## src/rtl/if_pc_gen.sv

```systemverilog
// if_pc_gen: sequential fetch-address generator with a small address buffer, redirect flush and misalignment flag
//   clk, reset_n          : clock, asynchronous active-low reset
//   en                    : fetch enable (stops new pushes only)
//   redirect_valid/_addr  : single-cycle redirect request and target
//   tx_valid/tx_ready     : head-entry handshake toward the consumer
//   instruction_addr      : head-entry address (0 while empty)
//   count                 : buffer occupancy
//   misalign_err          : one-cycle pulse after a misaligned redirect target
module if_pc_gen #(
    parameter int                ADDR_W    = 32,
    parameter logic [ADDR_W-1:0] RESET_VEC = '0,
    parameter int                STEP      = 4,
    parameter int                DEPTH     = 2
) (
    input  logic                       clk,
    input  logic                       reset_n,
    input  logic                       en,
    input  logic                       redirect_valid,
    input  logic [ADDR_W-1:0]          redirect_addr,
    output logic                       tx_valid,
    input  logic                       tx_ready,
    output logic [ADDR_W-1:0]          instruction_addr,
    output logic [$clog2(DEPTH+1)-1:0] count,
    output logic                       misalign_err
);
    localparam int                PW   = $clog2(DEPTH);
    localparam int                CW   = $clog2(DEPTH+1);
    localparam logic [ADDR_W-1:0] MASK = ADDR_W'(STEP - 1);

    logic [ADDR_W-1:0] pc_q, pc_d;
    logic [CW-1:0]     count_q, count_d;
    logic [PW-1:0]     rd_q, rd_d, wr_q, wr_d;
    logic              mis_q, mis_d;
    logic [ADDR_W-1:0] mem_q [DEPTH];
    logic              pop, push;

    assign tx_valid         = count_q != '0;
    assign pop              = tx_valid && tx_ready;
    // a full buffer may still push when the head leaves on the same edge
    assign push             = en && !redirect_valid && (count_q != CW'(DEPTH) || pop);
    assign count            = count_q;
    assign misalign_err     = mis_q;
    assign instruction_addr = tx_valid ? mem_q[rd_q] : '0;

    always_comb begin
        pc_d    = redirect_valid ? (redirect_addr & ~MASK) : push ? pc_q + ADDR_W'(STEP) : pc_q;
        count_d = redirect_valid ? '0 : count_q + CW'(push) - CW'(pop);
        // a flush just moves the read pointer onto the write pointer
        rd_d    = redirect_valid ? wr_q : rd_q + PW'(pop);
        wr_d    = wr_q + PW'(push);
        mis_d   = redirect_valid && (redirect_addr & MASK) != '0;
    end

    always_ff @(posedge clk or negedge reset_n) begin
        if (!reset_n) begin
            pc_q    <= RESET_VEC;
            count_q <= '0;
            rd_q    <= '0;
            wr_q    <= '0;
            mis_q   <= 1'b0;
        end else begin
            pc_q    <= pc_d;
            count_q <= count_d;
            rd_q    <= rd_d;
            wr_q    <= wr_d;
            mis_q   <= mis_d;
        end
    end

    always_ff @(posedge clk) begin
        if (push) mem_q[wr_q] <= pc_q;
    end
endmodule
```

## config.mk

```make
export PLATFORM = sky130hd
export DESIGN_NAME = if_pc_gen
export DESIGN_NICKNAME = d
export VERILOG_FILES = /design/src/rtl/if_pc_gen.sv
export SDC_FILE = /design/constraint.sdc
export NUM_CORES = 1
export LEC_CHECK = 0
export ABC_AREA = 0
export ABC_CLOCK_PERIOD_IN_PS = 6640
export BUFFER_PORTS_ARGS = -buffer_cell sky130_fd_sc_hd__buf_2
export CORE_ASPECT_RATIO = 1.4
export CORE_MARGIN = 4
export CORE_UTILIZATION = 60
export CTS_CLUSTER_DIAMETER = 120
export DETAILED_ROUTE_END_ITERATION = 8
export PLACE_DENSITY = 0.84
export SLEW_MARGIN = 30
export SYNTH_ARGS = -nofsm -noshare
export SYNTH_HDL_FRONTEND = slang
export SYNTH_SLANG_ARGS = --single-unit
```

## constraint.sdc

```tcl
create_clock -name clk -period 6.64 [get_ports clk]
set_input_delay 0.332 -clock clk [delete_from_list [all_inputs] [get_ports clk]]
set_output_delay 0.332 -clock clk [all_outputs]
set_load 0.01 [all_outputs]
```

==> impl_metrics.env <==
export IMPL_worstPathArrival_ns=2.14
export IMPL_yosysUniqueCellTypes=34
export IMPL_tritoncts="built"
export IMPL_clk_pin_slew_ns=0.08
export IMPL_final_common_cell="buf_2"
export IMPL_io_pins=73
export IMPL_dr_pass1_iters=5
export IMPL_clk_path_buf_depth=2
export IMPL_die_x_um=79.5
export IMPL_cts_sinks=95
export IMPL_reg2reg_from="count[1]"
export IMPL_antenna_cells=0
export IMPL_insertion_delay_ns=0.37
export IMPL_holdWs_ns=0.0481
export IMPL_slew_headroom_pct=46.7
export IMPL_fmax_mhz=404
export IMPL_routed_wl_mm=8.49
export IMPL_antenna_found_initial=0
export IMPL_dieArea_um2=8580
export IMPL_power_density_nw_per_um2=326
export IMPL_final_cell_mix="buf_2, edfxtp_1, nand2_1, nor2_1, dfrtp_1"
export IMPL_grt_pass1_vias=2909
export IMPL_leakage_nw=2.04
export IMPL_track_usage_pct=21.1
export IMPL_rows=36
export IMPL_vias_per_cell=5.55
export IMPL_setup_violations=0
export IMPL_syn_to_final_growth_pct=14.5
export IMPL_yosysWarnings=0
export IMPL_cts_setup_buffers=0
export IMPL_vias=2860
export IMPL_drtAntennaViolNets=0
export IMPL_cts_resized=0
export IMPL_crit_required_ns=6.31
export IMPL_cts_root_buf="clkbuf_8"
export IMPL_first_iter_violations=224
export IMPL_rsz0062_at_grt="no"
export IMPL_tightest_slew_ns=0.799
export IMPL_rr_endpoint="mem_q[1][19]"
export IMPL_core_area_um2=6980
export IMPL_place_gp_congestion=0.840
export IMPL_synth_area_um2=4290
export IMPL_initial_core_util_pct=61.4
export IMPL_grt_max_degree=62
export IMPL_grt_ovfl_total=0
export IMPL_fin_crit_ns=2.48
export IMPL_cts_max_level=3
export IMPL_end_kind="output pin"
export IMPL_drc=0
export IMPL_numCtsBuffers=9
export IMPL_ff2ff_setup_slack_ns=4.28
export IMPL_cp_max_fo=18
export IMPL_hp_class="input port to asynchronous set/reset pin"
export IMPL_period_share_pct=37.3
export IMPL_status="finished clean"
export IMPL_synthCells=346
export IMPL_final_nets=457
export IMPL_vdd_drop_max_mv=0.206
export IMPL_port_buffers=70
export IMPL_finClkSkew_ns=0.00739
export IMPL_die_y_um=108
export IMPL_maxSlewViolCount=0
export IMPL_grt_pass1_wl_mm=13.5
export IMPL_holdBufCountCts=0
export IMPL_seq_area_frac_synth_pct=62.4
export IMPL_wire_per_inst_um=16.5
export IMPL_worstSetupPathType="flop to output pin"
export IMPL_ys_ff_latch=95
export IMPL_dp_hpwl_mm=5.89
export IMPL_start_kind="flop"
export IMPL_tns_ns=0
export IMPL_syn_area_per_cell_um2=12.4
export IMPL_drive_gt1_share_pct=24.0
export IMPL_final_hold_violation_count=0
export IMPL_cap_viol_max_count=0
export IMPL_rr_worst_depth=5
-- flip-flops by register name, summed over array words and instances (netlist names) --
name / count
mem_q: 60
count: 2
wr_q: 1
misalign_err: 1
pc_q: 30
rd_q: 1
-- cell usage after synthesis --
library cell	number	area, um2
and2_1	3	18.8
and3_1	6	37.5
and3_2	2	15.0
and4_1	5	43.8
and4_2	1	10.0
buf_2	4	20.0
buf_4	2	15.0
clkbuf_1	11	41.3
conb_1	1	3.75
dfrtp_1	35	876
edfxtp_1	60	1800
ha_1	5	62.6
inv_1	6	22.5
mux2_2	5	56.3
mux2i_1	31	310
nand2_1	37	139
nand3_1	8	40.0
nand3_2	1	10.0
nand4_1	12	75.1
nand4_4	1	21.3
nor2_1	36	135
nor2b_1	2	12.5
nor3_1	6	30.0
nor3_2	1	10.0
nor3b_1	2	15.0
nor4_2	1	12.5
nor4_4	1	21.3
o21a_1	1	7.51
o21ai_0	23	115
o21ai_1	3	15.0
or3_1	1	6.26
or3b_1	1	8.76
xnor2_1	19	166
xor2_1	13	114
-- where the power goes --
group / total (W) / switching, W / internal [W]
Sequential: 0.000789 / 0.0000720 / 0.000717
Combinational: 0.000439 / 0.000249 / 0.000191
Clock: 0.000371 / 0.000186 / 0.000185
Total: 0.00160 / 0.000507 / 0.00109
-- worst max-delay path, cell delays in order (launching register included) --
cell,delay [ns]
dfrtp_1,0.83
buf_4,0.44
mux2i_1,0.28
nor2_1,0.06
buf_2,0.15
-- area by class of cell --
cell class / instances / area, um2
sequential: 95 / 2680
fill: 486 / 2070
multi-input combinational: 229 / 1520
timing repair buffer: 74 / 383
clock buffer: 13 / 149
tap: 95 / 119
clock inverter: 3 / 41.3
inverter: 6 / 22.5
-- how the worst max path moves through the flow --
stage          cells after the start            from             endpoint  slack (ns)
2_1_floorplan                      4        count[1]         mem_q[0][10]        4.44
3_3_place_gp                       5  redirect_valid          mem_q[1][7]        4.04
3_5_place_dp                       5  redirect_valid          mem_q[1][8]        3.96
4_1_cts                            4            rd_q  instruction_addr[3]        4.15
5_1_grt                            4            rd_q  instruction_addr[3]        4.10
6_report                           4            rd_q  instruction_addr[3]        4.16
-- layer usage --
metal  vias to the layer above  routed length [um]  global-route usage [%]
met5                         -                   0                       0
met4                         0                 230                    10.6
met3                        24                 545                    5.17
met2                       116                4490                    36.8
met1                      1355                3220                    23.8
li1                       1365                   -                       -
-- per-stage QoR --
| stage | setup slack (ns) | total power (W) | util (%) | area, um2 | std cells |
|---|---|---|---|---|---|
| floorplan | 4.44 | 0.00108 | - | 4290 | 347 |
| global placement | 4.04 | 0.00123 | 67.6 | 4720 | 499 |
| detailed placement | 3.96 | 0.00125 | 67.6 | 4720 | 499 |
| CTS | 4.15 | 0.00161 | 70.3 | 4910 | 515 |
| global route | 4.10 | 0.00169 | 70.3 | 4910 | 515 |
| finish | 4.16 | 0.00160 | 70.3 | 4910 | 515 |
-- logic make-up after synthesis --
logic type / share of synthesized area (%)
other: 0.0874
buffers and inverters: 2.30
AND/OR/NAND/NOR: 15.4
AO/OA/AOI/OAI: 3.21
adder cells (fa/ha/maj): 1.46
XOR/XNOR: 6.53
flip-flops: 62.4
multiplexers: 8.55
Note: power is estimated with default switching activity, not from simulation.
